`src/rtl/tdm_demux_pkg.sv`:
```
// Shared constants and state encoding for the 16-slot TDM demultiplexer.
package tdm_demux_pkg;

  localparam int NUM_SLOTS = 16;
  localparam int SLOT_W    = 4;

  // Index of the slot whose beat completes a frame.
  localparam logic [SLOT_W-1:0] LAST_SLOT = SLOT_W'(NUM_SLOTS - 1);

  typedef enum logic {
    HUNT   = 1'b0,
    LOCKED = 1'b1
  } state_t;

endpackage

```
`src/rtl/demux1_4.sv`:
```
// 1-to-4 one-hot decoder with enable; all outputs low when disabled.
module demux1_4 (
  input  logic       en,
  input  logic [1:0] sel,
  output logic [3:0] y
);

  // Raise exactly the selected output while enabled.
  always_comb begin
    y = 4'b0000;
    if (en) begin
      y[sel] = 1'b1;
    end
  end

endmodule

```
`src/rtl/tdm_demux16.sv`:
```
// Serial 16-slot TDM frame demultiplexer: collects one bit per valid beat
// into a shadow register and publishes each completed frame on dout.
module tdm_demux16
  import tdm_demux_pkg::*;
#(
  parameter bit REQUIRE_SOF = 1'b0
) (
  input  logic                 clk,
  input  logic                 rst_n,
  input  logic                 din,
  input  logic                 din_valid,
  input  logic                 sof,
  output logic [NUM_SLOTS-1:0] dout,
  output logic                 frame_valid,
  output logic [SLOT_W-1:0]    slot,
  output logic                 locked,
  output logic                 sync_err
);

  state_t                 state;
  state_t                 state_nx;
  logic [SLOT_W-1:0]      slot_nx;
  logic [SLOT_W-1:0]      wr_slot;
  logic                   wr_req;
  logic                   fv_nx;
  logic                   se_nx;
  logic [3:0]             grp_en;
  logic [NUM_SLOTS-1:0]   wr_en;
  // Slot 15 is never stored: its bit goes straight into dout with the
  // other fifteen, so the shadow only holds slots 0..14.
  logic [NUM_SLOTS-2:0]   shadow;

  // Two-level decoder tree turning the write slot into one-hot enables.
  demux1_4 u_dec_hi (
    .en  (wr_req),
    .sel (wr_slot[3:2]),
    .y   (grp_en)
  );

  for (genvar g = 0; g < 4; g++) begin : g_dec_lo
    demux1_4 u_dec_lo (
      .en  (grp_en[g]),
      .sel (wr_slot[1:0]),
      .y   (wr_en[4*g +: 4])
    );
  end

  // Next-state, slot and pulse decisions for the current beat.
  always_comb begin
    state_nx = state;
    slot_nx  = slot;
    wr_req   = 1'b0;
    wr_slot  = slot;
    fv_nx    = 1'b0;
    se_nx    = 1'b0;
    if (din_valid) begin
      case (state)
        HUNT: begin
          if (sof) begin
            wr_req   = 1'b1;
            wr_slot  = '0;
            slot_nx  = SLOT_W'(1);
            state_nx = LOCKED;
          end
        end
        LOCKED: begin
          if (sof && (slot != '0)) begin
            // Early sof: drop the partial frame and restart at slot 0.
            se_nx   = 1'b1;
            wr_req  = 1'b1;
            wr_slot = '0;
            slot_nx = SLOT_W'(1);
          end else if (REQUIRE_SOF && !sof && (slot == '0)) begin
            // Missing sof on a frame boundary: lose lock, drop the beat.
            se_nx    = 1'b1;
            slot_nx  = '0;
            state_nx = HUNT;
          end else begin
            wr_req  = 1'b1;
            slot_nx = slot + SLOT_W'(1);
            fv_nx   = (slot == LAST_SLOT);
          end
        end
        default: begin
          state_nx = HUNT;
        end
      endcase
    end
  end

  // Control state and registered outputs; dout loads on the slot-15 beat.
  always_ff @(posedge clk or negedge rst_n) begin
    if (!rst_n) begin
      state       <= HUNT;
      slot        <= '0;
      locked      <= 1'b0;
      frame_valid <= 1'b0;
      sync_err    <= 1'b0;
      dout        <= '0;
    end else begin
      state       <= state_nx;
      slot        <= slot_nx;
      locked      <= (state_nx == LOCKED);
      frame_valid <= fv_nx;
      sync_err    <= se_nx;
      if (wr_en[NUM_SLOTS-1]) begin
        dout <= {din, shadow};
      end
    end
  end

  // Shadow bits capture din only where the decoder tree enables them.
  always_ff @(posedge clk or negedge rst_n) begin
    if (!rst_n) begin
      shadow <= '0;
    end else begin
      for (int i = 0; i < NUM_SLOTS - 1; i++) begin
        if (wr_en[i]) begin
          shadow[i] <= din;
        end
      end
    end
  end

endmodule

```
`config.mk`:
```
export PLATFORM = sky130hd
export DESIGN_NAME = tdm_demux16
export DESIGN_NICKNAME = d
export VERILOG_FILES = /design/src/rtl/tdm_demux_pkg.sv /design/src/rtl/demux1_4.sv /design/src/rtl/tdm_demux16.sv
export SDC_FILE = /design/constraint.sdc
export NUM_CORES = 1
export LEC_CHECK = 0
export CORE_ASPECT_RATIO = 0.8
export CORE_UTILIZATION = 56
export CTS_BUF_LIST = sky130_fd_sc_hd__clkbuf_4 sky130_fd_sc_hd__clkbuf_8 sky130_fd_sc_hd__clkbuf_16
export CTS_CLUSTER_DIAMETER = 120
export DETAILED_ROUTE_END_ITERATION = 16
export GPL_TIMING_DRIVEN = 0
export PLACE_DENSITY = 0.8
export SYNTH_ARGS = -nofsm -noshare
export SYNTH_HDL_FRONTEND = slang
export SYNTH_HIERARCHICAL = 1
export SYNTH_SLANG_ARGS = --single-unit
```
`constraint.sdc`:
```
create_clock -name clk -period 6.65 [get_ports clk]
set_clock_uncertainty 0.05 [all_clocks]
set_input_delay 0.665 -clock clk [delete_from_list [all_inputs] [get_ports clk]]
set_output_delay 0.665 -clock clk [all_outputs]
set_load 0.02 [all_outputs]
```
==> run summary, run 1 <==
Synthesized Nets: 134
Ys async rst share: 1.00
Count of max-cap constraint violations: 0
Via/cell ratio: 5.50
Post-synth cell types: 26
Top cells by count, synth: dfrtp_1, mux2_2, and3b_1, nor3b_2, and3_2
Final setup violation count: 0
Status: completed
Port Buffers: 26
WL per Instance: 15.0 um
Rows: 17
Layout Cells excl Fill: 197
Leakage power: 1.01 nW
First-pass GRT wire length: 5.01 mm
Fraction of layout cells with a size suffix above 1: 0.340
Cell taking the most area after synthesis: dfrtp_1
# DRC: 0
CP Capture Type: register
FF/Latch Area: 951 um^2
Mean Syn Cell Area: 13.5 um^2
# hold bufs at CTS: 0
Mapped cell area: 1720 um^2
Post-route ant nets: 0
Total CTS buffers: 5
Prevailing post-synth register cell: dfrtp_1
Multi-input gate area: 728 um^2
Die Y-Extent: 51.6 um
Cell count after synthesis: 127
Max VDD drop: 0.219 mV
FILL cells: 175
Areal power density over the cells: 337 nW/um^2
Post-synth EDFFs: 0
Core ar.: 2830 um^2
HP Class: in -> async
CTS Sinks: 38
Dpl hpwl: 2.03 mm
Register area share after synthesis: 0.553
Longest Clk Path Bufs: 2
Layout Nets: 167
Worst Path Arrival: 3.20 ns
Post-cts sizing count: 0
Initial antenna violation count: 0
Final min period: 3.08 ns
Worst Setup Start Kind: primary input
CTS Root Cell: clkbuf_8
Die Wd: 63.9 um
CTS tree: built
Crit-path max FO: 16
#FFs+latches synth: 38
Fin crit share: 0.463
H-tree depth: 2
Starting DRT DRC Count: 32
Worst skew pair latency: 0.28 ns
Max-slew headroom: 0.369
IO Count: 28
Area delta synth->final: 22.4%
Final-report hold violation count: 0
Final-report max-slew violation count: 0
RSZ-0062 raised after global routing: no
Diodes inserted: 0
Largest net degree at the start of global routing: 39
Share of the synthesized area in the top cell type: 0.553
Vias in the first global route: 1080
Die Footprint: 3300 um^2
Synth top area cells: dfrtp_1, mux2_2, and3b_1, nor3b_2, and3_2
Setup tns final: 0 ns
Post-CTS setup buffers: 0
Actual slew at the worst max-slew pin: 0.943 ns
Fmax: 0.325 GHz
Total Wirelength: 2.96 mm
Vias: 1083
Clock-pin slew on the worst setup and hold paths: 0.07 ns
Data required time of the worst path: 6.77 ns
Count leader, synth: dfrtp_1
Number of synthesis warnings: 6
WS Path Type: in -> reg
DR pass1 iterations: 4
Gr usage total: 0.213
Initial Util: 0.608
Grt ovf: 0
Placer Congestion: 0.783
Inst Count DP: 191
## report_power, final
part | total [W] | internal (W) | switching, W
Sequential | 0.000335 | 0.000293 | 0.0000425
Combinational | 0.000223 | 0.000115 | 0.000108
Clock | 0.000151 | 0.0000798 | 0.0000714
## cell families after synthesis
kind of cell | Yosys count | synth area share
fa+ha+maj | 2 | 0.0146
compound gates | 11 | 0.0415
buf+inv | 8 | 0.0233
flops | 38 | 0.553
mux | 32 | 0.209
simple gates | 36 | 0.159
## per-stage QoR
| stage | instance area [um^2] | setup WS, ns | utilization | total power [W] | hold slack (ns) |
|---|---|---|---|---|---|
| 2_1_floorplan | 1720 | 4.01 | - | 0.000473 | 0.319 |
| 3_3_place_gp | 2030 | 3.34 | 0.716 | 0.000549 | 0.436 |
| 3_5_place_dp | 2020 | 3.27 | 0.715 | 0.000564 | 0.442 |
| 4_1_cts | 2100 | 3.57 | 0.744 | 0.000717 | 0.444 |
| 5_1_grt | 2100 | 3.37 | 0.744 | 0.000748 | 0.473 |
| 6_report | 2100 | 3.57 | 0.744 | 0.000710 | 0.421 |
## state kept, by name, summed over array words and instances (netlist names)
| register | flops |
|---|---|
| sync_err | 1 |
| dout | 16 |
| shadow | 15 |
| state | 1 |
| frame_valid | 1 |
| slot | 4 |
## routing by layer
layer  routed length (um)  up-vias  GRT usage
met5                    0        -          0
met4                   63        0      0.114
met3                   97        7     0.0526
met2                 1410       24      0.342
met1                 1390      539      0.268
li1                     -      513          -
## layout make-up
type | count | area share
Timing Repair Buffer | 26 | 0.121
Clock buffer | 6 | 0.0392
Sequential cell | 38 | 0.452
Tap cell | 38 | 0.0226
Buffer | 4 | 0.0119
Inverter | 4 | 0.00713
Multi-Input combinational cell | 81 | 0.346
## final timing paths
kind / cells after the start / to / slack [ns] / start
setup / recovery: 8 / dout[5] / 3.57 / sof
hold / removal: 1 / shadow[9] / 0.42 / rst_n
setup reg to reg: 9 / dout[5] / 3.62 / slot[0]
hold reg to reg: 1 / dout[12] / 0.45 / shadow[12]
max in group asynchronous: 1 / dout[5] / 5.62 / rst_n
min in group clk: 1 / dout[12] / 0.45 / shadow[12]
## cell usage in the layout (no fill, tap or decap)
cell type | Yosys | final
o21a_1 | 1 | 1
a211oi_2 | 1 | 1
buf_2 | 1 | 2
nand2_1 | 4 | 4
nor2b_1 | 1 | 1
o21ai_1 | 1 | 1
clkbuf_8 | 0 | 6
and3_2 | 5 | 5
buf_6 | 1 | 1
a21oi_1 | 4 | 4
clkbuf_1 | 1 | 1
nor3b_2 | 6 | 6
o21ai_0 | 1 | 1
clkbuf_2 | 1 | 1
dfrtp_1 | 38 | 38
nand3_1 | 2 | 2
clkdlybuf4s50_1 | 0 | 25
a41oi_1 | 1 | 1
nor2_1 | 4 | 4
o22ai_1 | 2 | 2
and2_2 | 1 | 1
inv_1 | 4 | 4
mux2_2 | 31 | 31
and3b_1 | 10 | 10
mux2i_1 | 1 | 1
nor4_1 | 1 | 1
ha_1 | 2 | 2
nand2b_1 | 2 | 2
## critical path: stages
cell,delay (ns)
clkdlybuf4s50_1,0.50
nand2_1,0.18
a21oi_1,0.08
nor2_1,0.73
and3_2,0.31
buf_2,0.20
buf_6,0.18
mux2_2,0.34
(Power assumes the default switching activity.)
==> inputs of run 2 (changes only) <==
Settings changed: CORE_UTILIZATION 56 to 47, PLACE_DENSITY 0.8 to 0.71.
Clock period 6.65 ns to 2.6 ns, I/O delays scaled along.
==> run 2 against run 1 <==
Compared with the run above:
- worst hold slack got worse by 0.40 ns
- sequential power increased to 2.5 times the previous value
- global-route usage decreased by 4.9 points
==> run summary, run 2 (synthesis gave the netlist of run 1 again) <==
Setup slack after layout: 0.182 ns
DP Worst Slack: -0.205 ns
Die Y-Extent: 56.1 um
Die Footprint: 3910 um^2
DR pass1 iterations: 4
Inst Count DP: 195
HP Class: in -> async
Final min period: 2.42 ns
Initial Util: 0.495
Leading cell types in the layout, fill and taps excluded: dfrtp_1, mux2_2, clkdlybuf4s50_1
Rows: 19
Crit-path max FO: 10
Starting DRT DRC Count: 32
CP top delay family: simple AND/OR/NAND/NOR gates
Core ar.: 3470 um^2
Longest Clk Path Bufs: 2
Fraction of layout cells with a size suffix above 1: 0.368
Placed cell area: 2030 um^2
RSZ-0062 raised after global routing: no
Status: completed
Placer Congestion: 0.794
Largest regs: dout: 16 flops, shadow: 15 flops, slot: 4 flops
Final-report hold violation count: 0
Actual slew at the worst max-slew pin: 0.808 ns
Fin crit share: 0.930
Worst Path Buf+Inv: 3
Setup slack, reg-to-reg: 0.18 ns
Largest register FFs: 16
# DRC: 0
Min Hold Slack: 0.0207 ns
Via/cell ratio: 5.42
Data required time of the worst path: 2.71 ns
Clock-pin slew on the worst setup and hold paths: 0.07 ns
CTS tree: built
Leading cell type in the layout, fill and taps excluded: dfrtp_1
Finished layout cell area: 2150 um^2
Multi-input gate area: 743 um^2
Top reg by flops: dout
IO Count: 28
Post-route ant nets: 0
CTS Sinks: 38
Design internal power: 0.00128 W
Clock share of power: 0.220
Die Wd: 69.6 um
Sequential power share: 0.459
Total Wirelength: 2.94 mm
Vias in the first global route: 1118
Vias: 1112
Final setup violation count: 0
CTS Root Cell: clkbuf_8
Areal power density over the cells: 859 nW/um^2
Worst Setup Start Kind: register
Max VDD drop: 0.532 mV
Net Switching: 0.000566 W
Count of max-cap constraint violations: 0
Total CTS buffers: 5
Largest net degree at the start of global routing: 39
R2r worst-path depth: 9
Gr usage total: 0.163
Critical Path Max Stage Delay: 0.44 ns
Worst skew pair latency: 0.27 ns
Area delta synth->final: 25.2%
Worst Path Arrival: 2.53 ns
Slowest CP cell: dfrtp_1
Setup tns final: 0 ns
Diodes inserted: 0
Sw Share: 0.306
Dpl hpwl: 2.02 mm
First-pass GRT wire length: 5.02 mm
FILL cells: 281
# hold bufs at CTS: 0
Reg-to-Reg End: dout[1]
Leakage power: 1.03 nW
Port Buffers: 26
Initial antenna violation count: 0
Layout Cells excl Fill: 205
FF/Latch Area: 951 um^2
Final-report max-slew violation count: 0
Fmax: 0.413 GHz
Crit path cell chain: inv_1, ha_1, nor3b_2, a21oi_1, nor2_4, and3_2, buf_2, buf_6, mux2_2
Comb pwr share: 0.321
Crit Reg-Reg Startpoint: slot[0]
Layout Nets: 169
WL per Instance: 14.3 um
H-tree depth: 2
Max-slew headroom: 0.461
Grt ovf: 0
CP Capture Type: register
WS Path Type: reg -> reg
## run 2: stage by stage
stage	total power [W]	utilization
floorplan	0.00122	-
global placement	0.00141	0.587
detailed placement	0.00143	0.585
CTS	0.00187	0.620
global route	0.00196	0.620
finish	0.00185	0.620
## run 2: per-layer routing
layer	global-route usage	vias up	part of all wire
met5	0	-	0
met4	0.0514	0	0.0061
met3	0.0489	2	0.041
met2	0.276	18	0.49
met1	0.202	569	0.46
li1	-	523	-
## run 2: repair_timing
item	4_1_cts	5_1_grt
buffers inserted	2	0
setup endpoints to repair	16	0
resized for setup	2	0
## run 2: how the worst max path moves through the flow
stage	from	endpoint	slack, ns	cells past startpoint
finish	slot[0]	dout[1]	0.18	9
global route	slot[0]	dout[0]	0.02	9
CTS	slot[0]	dout[14]	0.18	9
detailed placement	slot[0]	dout[1]	-0.21	9
global placement	slot[0]	dout[4]	-0.10	9
floorplan	slot[0]	dout[0]	0.13	9
## run 2: power by group through the flow
stage,Sequential (W),Clock (W),Combinational (W)
2_1_floorplan,0.000910,0,0.000305
3_3_place_gp,0.000851,0,0.000561
3_5_place_dp,0.000860,0,0.000575
4_1_cts,0.000849,0.000421,0.000597
5_1_grt,0.000870,0.000449,0.000642
6_report,0.000848,0.000407,0.000593
## run 2: final cells by class
type                            count  area share
Sequential cell                    38       0.442
Multi-Input combinational cell     81       0.345
Buffer                              4      0.0116
Timing Repair Buffer               28       0.126
Inverter                            4     0.00698
Tap cell                           42      0.0244
Clock buffer                        7      0.0419
Clock inverter                      1     0.00233
==> inputs of run 3 (changes only) <==
Settings changed: CORE_UTILIZATION 47 to 56, CTS_CLUSTER_SIZE set to 24, PLACE_DENSITY 0.71 to 0.8, REMOVE_ABC_BUFFERS set to 1.
Clock period 2.6 ns to 2.95 ns, I/O delays scaled along.
==> run 3 against run 2 <==
Compared with the run above:
- first-iteration DRC count down 6.3%
- critical path depth is 2 lower
- largest cell class unchanged
- via count is 4.2% lower
- utilization is 12 points higher
- global-route usage increased by 5.3 points
- worst hold slack better by 0.033 ns
- maximum frequency is 8.3% lower
- non-clock buffer count fell by 5
- sequential share of layout area rose by 0.97 points
- combinational power is 12% lower
==> run summary, run 3 (synthesis gave the netlist of run 1 again) <==
Critical Path Max Stage Delay: 0.51 ns
Slowest CP cell: and3_2
Clock-pin slew on the worst setup and hold paths: 0.06 ns
Die Footprint: 3300 um^2
Rows: 17
HP Class: in -> async
WS Path Type: reg -> reg
Areal power density over the cells: 762 nW/um^2
Layout Nets: 164
Post-CTS setup buffers: 0
Area delta synth->final: 22.5%
Status: completed
Total Wirelength: 2.91 mm
Initial antenna violation count: 0
Die Y-Extent: 51.6 um
Fraction of layout cells with a size suffix above 1: 0.344
DR pass1 iterations: 4
Gr usage total: 0.216
Dpl hpwl: 2.05 mm
Count of max-cap constraint violations: 0
Core ar.: 2830 um^2
Overall Power: 0.00160 W
First-pass GRT wire length: 5.22 mm
Largest regs: dout: 16 flops, shadow: 15 flops, slot: 4 flops
CP Capture Type: register
Data required time of the worst path: 3.06 ns
Fin crit share: 0.894
Max-slew headroom: 0.467
Port Buffers: 27
RSZ-0062 raised after global routing: no
Leading cell type in the layout, fill and taps excluded: dfrtp_1
# DRC: 0
# hold bufs at CTS: 0
Final-report max-slew violation count: 0
Diodes inserted: 0
CTS Root Cell: clkbuf_8
Final-report hold violation count: 0
Final core utilization: 0.744
Grt ovf: 0
Via/cell ratio: 5.46
Worst skew pair latency: 0.27 ns
Vias: 1065
Crit path cell chain: inv_1, ha_1, nor3b_2, a21oi_1, nor2_4, and3_2, mux2_2
Initial Util: 0.608
Final setup violation count: 0
IO Count: 28
Placer Congestion: 0.872
CTS Sinks: 38
Fmax: 0.379 GHz
Worst Setup Start Kind: register
Starting DRT DRC Count: 30
Total CTS buffers: 5
Crit-path max FO: 16
Longest Clk Path Bufs: 2
CTS tree: built
Post-cts sizing count: 2
Max VDD drop: 0.586 mV
Leakage power: 1.00 nW
Top reg by flops: dout
H-tree depth: 2
Largest net degree at the start of global routing: 39
Leading cell types in the layout, fill and taps excluded: dfrtp_1, mux2_2, clkdlybuf4s50_1
Actual slew at the worst max-slew pin: 0.800 ns
Setup slack, reg-to-reg: 0.31 ns
Largest register FFs: 16
Post-route ant nets: 0
Final min period: 2.64 ns
Die Wd: 63.9 um
WL per Instance: 14.9 um
Vias in the first global route: 1139
Worst Path Arrival: 2.75 ns
## run 3: area by class of cell
cell class | instances | area (um^2)
Clock buffer | 7 | 83.8
Fill cell | 190 | 723
Inverter | 4 | 15.0
Multi-Input combinational cell | 81 | 743
Sequential cell | 38 | 951
Tap cell | 38 | 47.5
Timing Repair Buffer | 27 | 265
## run 3: through the flow
| step | area, um^2 | std cells | worst slack, ns | hold WS, ns | TNS [ns] |
|---|---|---|---|---|---|
| floorplan | 1690 | 123 | 0.382 | -0.0506 | 0 |
| CTS | 2100 | 195 | 0.205 | 0.0785 | 0 |
| global route | 2110 | 195 | 0.140 | 0.120 | 0 |
| detailed placement | 2010 | 188 | -0.0859 | 0.381 | -1.18 |
| global placement | 2010 | 188 | -0.0120 | 0.436 | -0.158 |
| finish | 2110 | 195 | 0.314 | 0.0539 | 0 |
## run 3: power by group
part,switching (W),internal (W)
sequential,0.0000914,0.000660
clock,0.000153,0.000181
combinational,0.000253,0.000266
total,0.000498,0.00111
## run 3: critical path: cells and delay by family (launching register included)
kind	cells	cell delay [ns]
simple gates	3	1.12
flops	1	0.43
mux	1	0.39
compound gates	1	0.21
fa+ha+maj	1	0.17
buf+inv	1	0.16
## run 3: worst paths after layout
path,from,to,depth (start not counted)
max,slot[1],dout[7],7
min,rst_n,dout[13],1
min reg2reg,dout[6],dout[6],1
max reg2reg,slot[1],dout[7],7
max in group asynchronous,rst_n,slot[2],1
min in group clk,dout[6],dout[6],1
## run 3: per-layer routing
metal  global-route usage  part of all wire  vias to the layer above  routed length (um)
met5                    0                 0                        -                   0
met4               0.0833            0.0093                        0                  27
met3               0.0614             0.032                        4                  92
met2                0.378              0.51                       21                1490
met1                0.254              0.45                      528                1300
li1                     -                 -                      512                   -
